## src/rtl/if_id_reg_pkg.sv

```systemverilog
// Shared constants for the IF/ID pipeline register and the branch classifier:
// opcode/funct values, fetch address window, and the AdEL exception code.
package if_id_reg_pkg;

    localparam logic [31:0] PC_RESET_DEF = 32'h0000_3000;
    localparam logic [31:0] IM_LO_DEF    = 32'h0000_3000;
    localparam logic [31:0] IM_HI_DEF    = 32'h0000_6FFC;
    localparam logic [4:0]  EXC_NONE     = 5'd0;
    localparam logic [4:0]  EXC_ADEL_DEF = 5'd4;

    localparam logic [5:0] OP_SPECIAL = 6'b000000;
    localparam logic [5:0] OP_REGIMM  = 6'b000001;
    localparam logic [5:0] OP_J       = 6'b000010;
    localparam logic [5:0] OP_JAL     = 6'b000011;
    localparam logic [5:0] OP_BEQ     = 6'b000100;
    localparam logic [5:0] OP_BNE     = 6'b000101;
    localparam logic [5:0] OP_BLEZ    = 6'b000110;
    localparam logic [5:0] OP_BGTZ    = 6'b000111;
    localparam logic [5:0] FN_JR      = 6'b001000;
    localparam logic [5:0] FN_JALR    = 6'b001001;

    // A fetch faults when misaligned or outside the instruction memory window.
    function automatic logic fetch_fault(input logic [31:0] pc,
                                         input logic [31:0] lo,
                                         input logic [31:0] hi);
        return (pc[1:0] != 2'b00) | (pc < lo) | (pc > hi);
    endfunction

endpackage

```

## src/rtl/if_id_reg_br_class.sv

```systemverilog
// Combinational branch/jump classifier; the decode stage reuses it.
module br_class
    import if_id_reg_pkg::*;
(
    input  logic [31:0] instr,
    output logic        is_br
);

    logic [5:0] opcode_s;
    logic [5:0] funct_s;
    logic       unused_bits_s;

    assign opcode_s      = instr[31:26];
    assign funct_s       = instr[5:0];
    assign unused_bits_s = ^instr[25:6];

    // Classify by opcode; SPECIAL needs the funct field to spot jr/jalr.
    always_comb begin
        is_br = 1'b0;
        case (opcode_s)
            OP_BEQ, OP_BNE, OP_BLEZ, OP_BGTZ,
            OP_REGIMM, OP_J, OP_JAL: is_br = 1'b1;
            OP_SPECIAL: begin
                if ((funct_s == FN_JR) || (funct_s == FN_JALR)) begin
                    is_br = 1'b1;
                end else begin
                    is_br = 1'b0;
                end
            end
            default: is_br = 1'b0;
        endcase
    end

endmodule

```

## src/rtl/if_id_reg.sv

```systemverilog
// IF/ID pipeline register: latches instruction/PC/PC+8, flags fetch address
// faults (AdEL) and marks branch-delay-slot instructions, with stall and flush.
module if_id_reg
    import if_id_reg_pkg::*;
#(
    parameter logic [31:0] PC_RESET = PC_RESET_DEF,
    parameter logic [31:0] IM_LO    = IM_LO_DEF,
    parameter logic [31:0] IM_HI    = IM_HI_DEF,
    parameter logic [4:0]  EXC_ADEL = EXC_ADEL_DEF
) (
    input  logic        clk,
    input  logic        reset,
    input  logic [31:0] Instr_F,
    input  logic [31:0] PC_F,
    input  logic [31:0] PC8_F,
    input  logic        stall,
    input  logic        flush,
    output logic [31:0] Instr_D,
    output logic [31:0] PC_D,
    output logic [31:0] PC8_D,
    output logic [4:0]  ExcCode_D,
    output logic        BD_D,
    output logic        valid_D
);

    logic [31:0] instr_q, instr_d;
    logic [31:0] pc_q, pc_d;
    logic [31:0] pc8_q, pc8_d;
    logic [4:0]  exc_q, exc_d;
    logic        bd_q, bd_d;
    logic        valid_q, valid_d;
    logic        prev_br_q, prev_br_d;
    logic        is_br_s;
    logic        fault_s;

    br_class u_br_class (
        .instr (Instr_F),
        .is_br (is_br_s)
    );

    assign fault_s = fetch_fault(PC_F, IM_LO, IM_HI);

    // Next-state selection: flush beats stall beats a normal load.
    always_comb begin
        instr_d   = instr_q;
        pc_d      = pc_q;
        pc8_d     = pc8_q;
        exc_d     = exc_q;
        bd_d      = bd_q;
        valid_d   = valid_q;
        prev_br_d = prev_br_q;
        if (flush) begin
            instr_d   = 32'h0000_0000;
            pc_d      = PC_F;
            pc8_d     = PC8_F;
            exc_d     = EXC_NONE;
            bd_d      = 1'b0;
            valid_d   = 1'b0;
            prev_br_d = 1'b0;
        end else if (stall) begin
            prev_br_d = prev_br_q;
        end else begin
            instr_d   = fault_s ? 32'h0000_0000 : Instr_F;
            pc_d      = PC_F;
            pc8_d     = PC8_F;
            exc_d     = fault_s ? EXC_ADEL : EXC_NONE;
            bd_d      = prev_br_q;
            valid_d   = 1'b1;
            prev_br_d = is_br_s & ~fault_s;
        end
    end

    // State registers with synchronous reset.
    always_ff @(posedge clk) begin
        if (reset) begin
            instr_q   <= 32'h0000_0000;
            pc_q      <= PC_RESET;
            pc8_q     <= PC_RESET + 32'd8;
            exc_q     <= EXC_NONE;
            bd_q      <= 1'b0;
            valid_q   <= 1'b0;
            prev_br_q <= 1'b0;
        end else begin
            instr_q   <= instr_d;
            pc_q      <= pc_d;
            pc8_q     <= pc8_d;
            exc_q     <= exc_d;
            bd_q      <= bd_d;
            valid_q   <= valid_d;
            prev_br_q <= prev_br_d;
        end
    end

    assign Instr_D   = instr_q;
    assign PC_D      = pc_q;
    assign PC8_D     = pc8_q;
    assign ExcCode_D = exc_q;
    assign BD_D      = bd_q;
    assign valid_D   = valid_q;

endmodule

```

## config.mk

```make
export PLATFORM = sky130hd
export DESIGN_NAME = if_id_reg
export DESIGN_NICKNAME = d
export VERILOG_FILES = /design/src/rtl/if_id_reg_pkg.sv /design/src/rtl/if_id_reg_br_class.sv /design/src/rtl/if_id_reg.sv
export SDC_FILE = /design/constraint.sdc
export NUM_CORES = 1
export LEC_CHECK = 0
export ABC_AREA = 1
export CAP_MARGIN = 15
export CORE_MARGIN = 4
export CORE_UTILIZATION = 36
export DETAILED_ROUTE_END_ITERATION = 7
export PLACE_DENSITY = 0.79
export SLEW_MARGIN = 20
export SYNTH_ARGS = -nofsm -noshare
export SYNTH_HDL_FRONTEND = slang
export SYNTH_SLANG_ARGS = --single-unit
```

## constraint.sdc

```tcl
create_clock -name clk -period 2.1 [get_ports clk]
set_input_delay 0.63 -clock clk [delete_from_list [all_inputs] [get_ports clk]]
set_output_delay 0.63 -clock clk [all_outputs]
set_load 0.02 [all_outputs]
```

Word level (Yosys, flattened, before mapping). Index checks and enable logic that the tools add are counted.

Reductions and logical operators: 5. Multiplexer cells: 8. Magnitude comparators: 2. Equality and inequality tests: 10. Bitwise logic cells: 4.

Operators with widths (count): $mux W32 (5); $gt A32 B15 Y1 const B (1); $lt A32 B14 Y1 const B (1); $eq A6 B3 Y1 const B (4); $eq A6 B2 Y1 const B (2); $eq A6 B4 Y1 const B (2); $reduce_or A7 Y1 (1); $eq A6 B1 Y1 const B (1); $logic_not A6 Y1 (1); $mux W3 (1); $ne A2 B1 Y1 const B (1); $or A1 B1 Y1 (2); $pmux W1 S2 (1); $reduce_bool A2 Y1 (1); $reduce_or A2 Y1 (1); $and A1 B1 Y1 (1); $logic_or A1 B1 Y1 (1); $mux W1 (1); $not A1 Y1 (1).

Register bits after elaboration: 104. Output and inout bits: 103. Bits of input ports: 100. Logic and storage cells: 36.

Logic depth before layout (Yosys ltp). Gate-level depths: netlist of the first run.

Depth in word-level cells: 5. Gate-level depth with buffers: 8. Depth with buffers taken out: 7.

By module. From an unflattened synthesis of the first run, not the netlist that was laid out.

Cells, all modules: 435. Area total of the unflattened synthesis: 3641.0 um2.

Modules (own cells, without submodules): if_id_reg (instances 1, sequential area each 2001.9 um2, area each 3594.7 um2, cells each 424); br_class (instances 1, sequential area each 0.0 um2, area each 46.3 um2, cells each 11).

Worst setup path before layout of the first run. No wires, ideal clock.

Kind: input to register. Start point: input port stall. End point: register pc8_q[0] (netlist: PC8_D[0]). Path slack: 0.603 ns. Data required time: 1.984 ns. Setup time: 0.116 ns. Data arrival time: 1.381 ns. Cell stages on the path: 8. Buffers on the path: 3. Path through: buf_4 inv_4 nor2_8 inv_2 buf_6 buf_4 nor2_1 nor2_1.

Longest elaborated chain between the ends: 1.

Ends and longest elaborated chain: start, declared (RTL line if_id_reg.sv:16) `input logic stall,`; $ne A2 B1 Y1 (no source line); end signal, assigned (RTL line if_id_reg.sv:78) `pc8_q <= PC_RESET + 32'd8;`; end signal, assigned (RTL line if_id_reg.sv:86) `pc8_q <= pc8_d;`; end, declared (RTL line if_id_reg.sv:28) `logic [31:0] pc8_q, pc8_d;`.

Every way passes these cells. A chain may end at the register's enable or synchronous reset.

Worst setup path after layout of the first run.
Start point: register instr_q[31] (netlist: Instr_D[31]). End point: output port Instr_D[31].

RTL lines: start, declared (RTL line if_id_reg.sv:26) `logic [31:0] instr_q, instr_d;`; start signal, assigned (RTL line if_id_reg.sv:84) `instr_q <= instr_d;`; end, declared (RTL line if_id_reg.sv:18) `output logic [31:0] Instr_D,`.

No word-level cell between the ends.

==> impl_metrics.env, run 1 <==
export IMPL_critPathTopFamily="buffers and inverters"
export IMPL_cts_tree="built"
export IMPL_ir_drop_mv=0.3157
export IMPL_core_sq_um=9864
export IMPL_worstSetupPathType="reg2out"
export IMPL_hold_start="prev_br_q$_SDFFE_PP0N_"
export IMPL_grt_use_met1_pct=20.24
export IMPL_endpoint_kind="primary output"
export IMPL_path_clk_slew_ns=0.09
export IMPL_drv_cap=0
export IMPL_clock_sinks=100
export IMPL_cts_hold_buffers=0
export IMPL_crit_path_start_kind="flip-flop"
export IMPL_grt_max_degree=65
export IMPL_root_buffer="clkbuf_8"
export IMPL_rsz0062_at_grt="no"
export IMPL_total_power_mw=4.142
export IMPL_drive_above_1_share_pct=5.696
export IMPL_synth_xor_area_share_pct=0
export IMPL_post_route_period_util_pct=93.40
export IMPL_wl_per_cell_microns=14.12
export IMPL_hpwl_microns=8100
export IMPL_busiest_layer="met2"
export IMPL_grt_ovfl_total=0
export IMPL_layout_setup_ws_ns=0.1386
export IMPL_nNetsFinal=729
export IMPL_yosysSeqAreaShare_pct=54.29
export IMPL_final_area_sq_um=5977
export IMPL_synthToLayoutAreaGrowth_pct=62.10
export IMPL_post_cts_setup_buffer_count=0
export IMPL_worstPathMaxFanout=2
export IMPL_clock_fmax_mhz=509.8
export IMPL_drc=0
export IMPL_hold_viol=0
export IMPL_holdPathStages=2
export IMPL_yosysWarnings=0
export IMPL_synth_enable_flop_cells=0
export IMPL_skew_ns=0.001215
export IMPL_rrSetupSlack_ns=1.41
export IMPL_met3_usage_pct=8.467
export IMPL_multi_input_area_sq_um=1471
export IMPL_hold_path_endpoint="BD_D$_SDFFE_PP0N_"
export IMPL_static_leakage_power_nw=2.475
export IMPL_netlist_area_sq_um=3687
export IMPL_antenna_found_initial=0
export IMPL_first_pass_iters=4
export IMPL_synthFlopType="dfxtp_1"
export IMPL_vias=3475
export IMPL_post_cts_resized=0
export IMPL_ys_top_cells_by_area="dfxtp_1 54%, nor2_1 16%, o21ai_0 8.4%, mux2i_1 7.9%, nand2_1 2.5%"
export IMPL_drt_iter0_drc=180
export IMPL_synth_top_area_share_pct=54.29
export IMPL_cp_slowest_stage_delay_ns=0.64
export IMPL_ios=203
export IMPL_final_seq_area_sq_um=2002
export IMPL_synth_top_family_by_area="simple AND/OR/NAND/NOR gates"
export IMPL_path_buf_inv=1
export IMPL_ys_types=21
export IMPL_worstPathRequired_ns=1.47
export IMPL_avgSynthCellArea_sq_um=8.399
export IMPL_layout_min_cycle_time_ns=1.961
export IMPL_ys_ff_latch=100
export IMPL_grt_pass1_vias=3353
export IMPL_placed_cell_area_sq_um=5772
export IMPL_routed_wl_microns=10800
export IMPL_initial_core_util_pct=37.38
export IMPL_drv_slew=0
export IMPL_die_height_microns=109.2
export IMPL_die_area_sq_um=11930
export IMPL_powerDensity_nw_per_um2=693.1
export IMPL_finalSetupViolations=0
export IMPL_outcome="finished, final reports clean"
export IMPL_clkLatencyLatePin_ns=0.35
export IMPL_postRouteAntennaNets=0
export IMPL_htreeDepth=3
export IMPL_via_per_inst=4.542
export IMPL_yosysTopAreaCell="dfxtp_1"
export IMPL_globalRouteMet2Util_pct=28.55
export IMPL_muxShareOfSynthArea_pct=7.872
export IMPL_synth_compound_area_share_pct=9.399
export IMPL_hold_ws_ns=0.4682
export IMPL_gp_congestion=0.6892
export IMPL_r2r_cells=2
export IMPL_hold_class="reg2reg"
export IMPL_rr_startpoint="Instr_D[1]$_SDFFE_PP0N_"
export IMPL_worst_path_max_delay_cell="clkdlybuf4s50_1"
export IMPL_preCtsSetupSlack_ns=-0.06108
export IMPL_grtUsageTotal_pct=17.46
export IMPL_port_buffers=198
export IMPL_synthSimpleGateAreaFrac_pct=22.23
export IMPL_die_w_microns=109.2
export IMPL_diodes=0
export IMPL_path_cells="clkdlybuf4s50_1"
export IMPL_cts_buffers=9
export IMPL_fill_cells=852
export IMPL_cts_buffer_depth=2
export IMPL_synth_fa_ha_area_share_pct=0
export IMPL_rr_endpoint="Instr_D[1]$_SDFFE_PP0N_"
export IMPL_grt_pass1_wl_microns=16260
export IMPL_synth_async_reset_ratio_pct=0
export IMPL_syn_instance_count=439
export IMPL_tns_ns=0
export IMPL_row_count=36
export IMPL_worstPathArrival_ns=1.33
[worst max path at each step]
stage	startpoint	to	slack [ns]	depth (start not counted)
after floorplan	stall	PC8_D[0]$_SDFFE_PP0P_	0.60	8
after global placement	PC_F[16]	Instr_D[16]$_SDFFE_PP0N_	0.002	9
after detailed placement	PC_F[16]	Instr_D[13]$_SDFFE_PP0N_	-0.06	9
after CTS	Instr_D[31]$_SDFFE_PP0N_	Instr_D[31]	0.1	1
after global routing	Instr_D[31]$_SDFFE_PP0N_	Instr_D[31]	0.06	1
final	Instr_D[31]$_SDFFE_PP0N_	Instr_D[31]	0.14	1
[cell type report]
class | instances | share of cell area (%)
Sequential cell | 100 | 33.49
Inverter | 8 | 0.5443
Clock buffer | 12 | 2.428
Clock inverter | 2 | 1.005
Multi-Input combinational cell | 304 | 24.62
Tap cell | 133 | 2.784
Timing Repair Buffer | 206 | 35.13
[per-layer routing]
layer | part of all wire, % | wire length (microns) | vias up
li1 | - | - | 1773
met2 | 46 | 4996 | 133
met4 | 1.2 | 135 | 0
met5 | 0 | 0 | -
met1 | 40 | 4334 | 1559
met3 | 12 | 1336 | 10
[sequential cells by signal (all words and copies together), names as in the netlist]
register   cells
prev_br_q      1
BD_D           1
PC8_D         32
Instr_D       32
valid_D        1
PC_D          32
ExcCode_D      1
[cells by family after synthesis]
| kind of cell | after synthesis |
|---|---|
| other cells | 1 |
| mux | 29 |
| flops | 100 |
| buf+inv | 38 |
| compound gates | 68 |
| simple gates | 203 |
[cells in the final DEF (no fill, tap or decap)]
master / n
a21oi_1: 5
buf_12: 5
buf_2: 1
buf_4: 3
bufinv_16: 2
clkbuf_1: 2
clkbuf_8: 10
clkdlybuf4s50_1: 197
clkinv_1: 1
conb_1: 4
dfxtp_1: 100
inv_1: 5
inv_2: 1
inv_4: 1
mux2i_1: 29
nand2_1: 25
nand2_2: 1
nand3_1: 9
nor2_1: 155
nor2_2: 10
nor2_8: 1
nor3_1: 2
o21ai_0: 62
o21bai_2: 1
[synth_stat cells (2+ instances only)]
cell / instances
a21oi_1: 5
buf_2: 7
buf_4: 9
buf_6: 5
clkbuf_1: 9
dfxtp_1: 100
inv_1: 5
mux2i_1: 29
nand2_1: 25
nand3_1: 9
nor2_1: 155
nor2_2: 10
nor3_1: 2
o21ai_0: 62
[power breakdown]
| part | leakage [nW] | switching, mW | internal (mW) | total (mW) |
|---|---|---|---|---|
| combinational | 1.55 | 0.374 | 0.424 | 0.799 |
| sequential | 0.825 | 0.0509 | 2.00 | 2.05 |
| clock | 0.103 | 0.602 | 0.693 | 1.30 |
[stage by stage]
step,util [%],std cells
floorplan,-,442
global placement,58.51,751
detailed placement,58.51,751
CTS,60.59,765
global route,60.59,765
finish,60.59,765
(Power assumes the default switching activity.)
==> run 2, diff against run 1 <==
--- a/config.mk
+++ b/config.mk
@@ -10,7 +10,7 @@
 export CORE_MARGIN = 4
 export CORE_UTILIZATION = 36
 export DETAILED_ROUTE_END_ITERATION = 7
-export PLACE_DENSITY = 0.79
+export PLACE_DENSITY_LB_ADDON = 0.08
 export SLEW_MARGIN = 20
 export SYNTH_ARGS = -nofsm -noshare
 export SYNTH_HDL_FRONTEND = slang
==> impl_metrics.env, run 2 (synthesis gave the netlist of run 1 again) <==
export IMPL_path_cells="clkdlybuf4s50_1"
export IMPL_diodes=0
export IMPL_path_buf_inv=1
export IMPL_synthToLayoutAreaGrowth_pct=62.16
export IMPL_preCtsSetupSlack_ns=-0.07630
export IMPL_drv_slew=0
export IMPL_hpwl_microns=7873
export IMPL_nNetsFinal=728
export IMPL_crit_path_start_kind="flip-flop"
export IMPL_drive_above_1_share_pct=5.854
export IMPL_die_w_microns=109.2
export IMPL_critPathTopFamily="buffers and inverters"
export IMPL_total_power_mw=4.174
export IMPL_ios=203
export IMPL_powerDensity_nw_per_um2=698.1
export IMPL_initial_core_util_pct=37.38
export IMPL_finalSetupViolations=0
export IMPL_via_per_inst=4.519
export IMPL_antenna_found_initial=0
export IMPL_layout_setup_ws_ns=0.1332
export IMPL_cts_buffer_depth=2
export IMPL_layout_min_cycle_time_ns=1.967
export IMPL_rsz0062_at_grt="no"
export IMPL_routed_wl_microns=10630
export IMPL_endpoint_kind="primary output"
export IMPL_grtUsageTotal_pct=17.56
export IMPL_drc=0
export IMPL_worstSetupPathType="reg2out"
export IMPL_core_sq_um=9864
export IMPL_cp_slowest_stage_delay_ns=0.63
export IMPL_outcome="finished, final reports clean"
export IMPL_post_cts_setup_buffer_count=0
export IMPL_htreeDepth=3
export IMPL_ir_drop_mv=0.3651
export IMPL_final_cell_mix="197 x clkdlybuf4s50_1, 155 x nor2_1, 100 x dfxtp_1"
export IMPL_postRouteAntennaNets=0
export IMPL_clkLatencyLatePin_ns=0.34
export IMPL_grt_ovfl_total=0
export IMPL_clock_fmax_mhz=508.4
export IMPL_cts_tree="built"
export IMPL_static_leakage_power_nw=2.476
export IMPL_skew_ns=0.004374
export IMPL_vias=3457
export IMPL_cts_buffers=9
export IMPL_die_height_microns=109.2
export IMPL_worst_path_max_delay_cell="clkdlybuf4s50_1"
export IMPL_root_buffer="clkbuf_8"
export IMPL_clock_sinks=100
export IMPL_path_clk_slew_ns=0.09
export IMPL_grt_pass1_vias=3342
export IMPL_first_pass_iters=4
export IMPL_post_route_period_util_pct=93.66
export IMPL_final_common_cell="clkdlybuf4s50_1"
export IMPL_drv_cap=0
export IMPL_post_cts_resized=0
export IMPL_worstPathRequired_ns=1.47
export IMPL_gp_congestion=0.7258
export IMPL_hold_class="reg2reg"
export IMPL_cts_hold_buffers=0
export IMPL_worstPathMaxFanout=2
export IMPL_drt_iter0_drc=178
export IMPL_grt_pass1_wl_microns=16510
export IMPL_hold_viol=0
export IMPL_die_area_sq_um=11930
export IMPL_row_count=36
export IMPL_wl_per_cell_microns=13.89
export IMPL_grt_max_degree=45
export IMPL_worstPathArrival_ns=1.34
export IMPL_port_buffers=198
## run 2: cell types whose count changed in the layout (fill, tap and decap cells not counted)
| cell | before | now |
|---|---|---|
| clkbuf_1 | 2 | 1 |
| buf_4 | 3 | 2 |
| clkinv_2 | 0 | 1 |
| clkinv_4 | 0 | 1 |
## run 2: path summary, 6_finish.rpt
check	slack [ns]	endpoint	from	cells past startpoint
setup / recovery	0.13	BD_D	BD_D$_SDFFE_PP0N_	1
hold / removal	0.47	BD_D$_SDFFE_PP0N_	prev_br_q$_SDFFE_PP0N_	2
setup reg to reg	1.42	Instr_D[3]$_SDFFE_PP0N_	Instr_D[3]$_SDFFE_PP0N_	2
hold reg to reg	0.47	BD_D$_SDFFE_PP0N_	prev_br_q$_SDFFE_PP0N_	2
## run 2: final cells by class
type,instances,area (sq um)
Timing Repair Buffer,205,2092
Clock buffer,11,141.4
Tap cell,133,166.4
Clock inverter,4,73.82
Inverter,8,32.53
Fill cell,896,3885
Sequential cell,100,2002
Multi-Input combinational cell,304,1471
## run 2: metrics by stage
step | cell area (sq um) | instances | setup TNS (ns) | hold WS, ns | utilization (%)
CTS | 5979 | 765 | 0 | 0.4703 | 60.62
finish | 5979 | 765 | 0 | 0.4701 | 60.62
floorplan | 3699 | 442 | 0 | 0.4393 | -
global placement | 5764 | 750 | -0.06184 | 0.4483 | 58.43
detailed placement | 5764 | 750 | -1.779 | 0.4567 | 58.43
global route | 5979 | 765 | 0 | 0.4991 | 60.62
## run 2: layer usage
metal	share of wire, %	wire (microns)	global-route usage (%)
met1	41	4404	21.65
met5	0	0	0
met3	11	1152	6.690
met2	46	4933	28.42
met4	1.3	135	5.432
## run 2: worst reg2reg max path, delay by kind of cell (launching register included)
kind / cells / cell delay (ns)
flip-flops: 1 / 0.32
AO/OA/AOI/OAI: 1 / 0.20
AND/OR/NAND/NOR: 1 / 0.06
## run 2: report_power, final
part	switching [mW]	internal (mW)	leakage, nW
logic	0.372	0.424	1.54
registers	0.0490	2.00	0.825
clock network	0.633	0.699	0.109
==> run 3, diff against run 2 <==
--- a/config.mk
+++ b/config.mk
@@ -11,6 +11,7 @@
 export CORE_UTILIZATION = 36
 export DETAILED_ROUTE_END_ITERATION = 7
 export PLACE_DENSITY_LB_ADDON = 0.08
+export SETUP_SLACK_MARGIN = 0.3
 export SLEW_MARGIN = 20
 export SYNTH_ARGS = -nofsm -noshare
 export SYNTH_HDL_FRONTEND = slang
==> constraint.sdc (replaced) <==
create_clock -name clk -period 1.9 [get_ports clk]
set_input_delay 0.57 -clock clk [delete_from_list [all_inputs] [get_ports clk]]
set_output_delay 0.57 -clock clk [all_outputs]
set_load 0.02 [all_outputs]
==> impl_metrics.env, run 3 (synthesis gave the netlist of run 1 again) <==
export IMPL_crit_path_start_kind="flip-flop"
export IMPL_worstSetupPathType="reg2out"
export IMPL_synthToLayoutAreaGrowth_pct=61.72
export IMPL_die_height_microns=109.2
export IMPL_p_int_mw=3.171
export IMPL_clock_fmax_mhz=639.4
export IMPL_switchingPower_mw=1.233
export IMPL_via_per_inst=4.570
export IMPL_tns_ns=0
export IMPL_htreeDepth=3
export IMPL_grt_ovfl_total=0
export IMPL_ir_drop_mv=0.5187
export IMPL_layout_min_cycle_time_ns=1.564
export IMPL_die_area_sq_um=11930
export IMPL_final_cell_mix="140 x nor2_1, 100 x dfxtp_1, 75 x clkdlybuf4s50_1"
export IMPL_static_leakage_power_nw=2.686
export IMPL_ios=203
export IMPL_cp_slowest_stage_delay_ns=0.34
export IMPL_endpoint_kind="primary output"
export IMPL_cts_buffer_depth=2
export IMPL_worstPathArrival_ns=0.99
export IMPL_finalSetupViolations=0
export IMPL_hold_viol=0
export IMPL_outcome="finished, final reports clean"
export IMPL_grt_pass1_vias=3483
export IMPL_drv_slew=0
export IMPL_gp_congestion=0.7299
export IMPL_layout_setup_ws_ns=0.3359
export IMPL_worst_path_max_delay_cell="dfxtp_1"
export IMPL_seqPwrFrac_pct=51.4
export IMPL_path_cells="clkdlybuf4s15_1"
export IMPL_drc=0
export IMPL_total_power_mw=4.404
export IMPL_switching_share_pct=28.00
export IMPL_rsz0062_at_grt="no"
export IMPL_clock_sinks=100
export IMPL_cts_buffers=9
export IMPL_fill_cells=900
export IMPL_clkLatencyLatePin_ns=0.35
export IMPL_initial_core_util_pct=37.38
export IMPL_skew_ns=0.0002006
export IMPL_die_w_microns=109.2
export IMPL_cts_tree="built"
export IMPL_drt_iter0_drc=136
export IMPL_path_buf_inv=1
export IMPL_hold_class="reg2reg"
export IMPL_core_sq_um=9864
export IMPL_nNetsFinal=748
export IMPL_wl_per_cell_microns=14.31
export IMPL_clockPowerShare_pct=29.6
export IMPL_combPwrFrac_pct=19.0
export IMPL_routed_wl_microns=11250
export IMPL_cts_hold_buffers=0
export IMPL_grtUsageTotal_pct=18.13
export IMPL_critPathTopFamily="flip-flops"
export IMPL_final_common_cell="nor2_1"
export IMPL_root_buffer="clkbuf_8"
export IMPL_powerDensity_nw_per_um2=738.6
export IMPL_vias=3592
export IMPL_row_count=36
export IMPL_worstPathMaxFanout=2
export IMPL_hpwl_microns=7815
export IMPL_drive_above_1_share_pct=26.80
export IMPL_antenna_found_initial=0
export IMPL_diodes=0
export IMPL_worstPathRequired_ns=1.33
export IMPL_preCtsSetupSlack_ns=-0.1454
export IMPL_drv_cap=0
export IMPL_port_buffers=198
export IMPL_grt_pass1_wl_microns=16990
export IMPL_post_route_period_util_pct=82.32
export IMPL_first_pass_iters=4
export IMPL_postRouteAntennaNets=0
export IMPL_path_clk_slew_ns=0.09
export IMPL_grt_max_degree=45
run 3: cell types whose count changed in the layout (fill, tap and decap cells not counted), sizes merged, moves of 2 or more:
| cell | before | now |
|---|---|---|
| buf | 8 | 32 |
| bufinv | 2 | 0 |
| clkbuf | 11 | 69 |
| clkdlybuf4s15 | 0 | 56 |
| clkdlybuf4s50 | 197 | 75 |
| dlygate4sd2 | 0 | 3 |
run 3: final timing paths:
| path | depth (start not counted) | to | from | slack (ns) |
|---|---|---|---|---|
| setup / recovery | 1 | PC_D[24] | PC_D[24]$_SDFFE_PP0P_ | 0.34 |
| hold / removal | 2 | BD_D$_SDFFE_PP0N_ | prev_br_q$_SDFFE_PP0N_ | 0.47 |
| setup reg to reg | 2 | Instr_D[29]$_SDFFE_PP0N_ | Instr_D[29]$_SDFFE_PP0N_ | 1.20 |
| hold reg to reg | 2 | BD_D$_SDFFE_PP0N_ | prev_br_q$_SDFFE_PP0N_ | 0.47 |
run 3: what timing repair did:
action / in CTS / in global routing
setup buffers: 7 / 3
cloned: 2 / 2
pin swaps: 16 / 21
hold endpoints to repair: 0 / 0
setup endpoints to repair: 182 / 155
gates resized for setup: 269 / 101
run 3: layout make-up:
| cell class | instances | area, sq um | area share, % |
|---|---|---|---|
| Timing Repair Buffer | 224 | 2018 | 33.84 |
| Inverter | 8 | 32.53 | 0.5455 |
| Clock buffer | 12 | 155.1 | 2.602 |
| Tap cell | 133 | 166.4 | 2.791 |
| Multi-Input combinational cell | 305 | 1555 | 26.08 |
| Clock inverter | 4 | 33.78 | 0.5665 |
| Sequential cell | 100 | 2002 | 33.57 |
run 3: layer usage:
metal  global-route usage, %  vias to the layer above  part of all wire [%]
met3                   6.098                       14                   9.0
met5                       0                        -                     0
met4                   5.788                        0                   1.7
met1                   22.10                     1632                    42
met2                   30.18                      125                    47
li1                        -                     1821                     -
run 3: metrics by stage:
stage / area, sq um / utilization, % / std cells / hold WS [ns]
2_1_floorplan: 3699 / - / 442 / 0.4393
3_3_place_gp: 5784 / 58.64 / 756 / 0.4504
3_5_place_dp: 5784 / 58.64 / 756 / 0.4563
4_1_cts: 6138 / 62.23 / 781 / 0.4705
5_1_grt: 5963 / 60.45 / 786 / 0.4818
6_report: 5963 / 60.45 / 786 / 0.4694
run 3: power by group through the flow:
| stage | Combinational [mW] | Sequential [mW] | Clock, mW |
|---|---|---|---|
| 2_1_floorplan | 0.257 | 2.45 | 0 |
| 3_3_place_gp | 0.880 | 2.31 | 0 |
| 3_5_place_dp | 0.888 | 2.31 | 0 |
| 4_1_cts | 0.851 | 2.27 | 1.34 |
| 5_1_grt | 0.908 | 2.28 | 1.42 |
| 6_report | 0.838 | 2.26 | 1.30 |
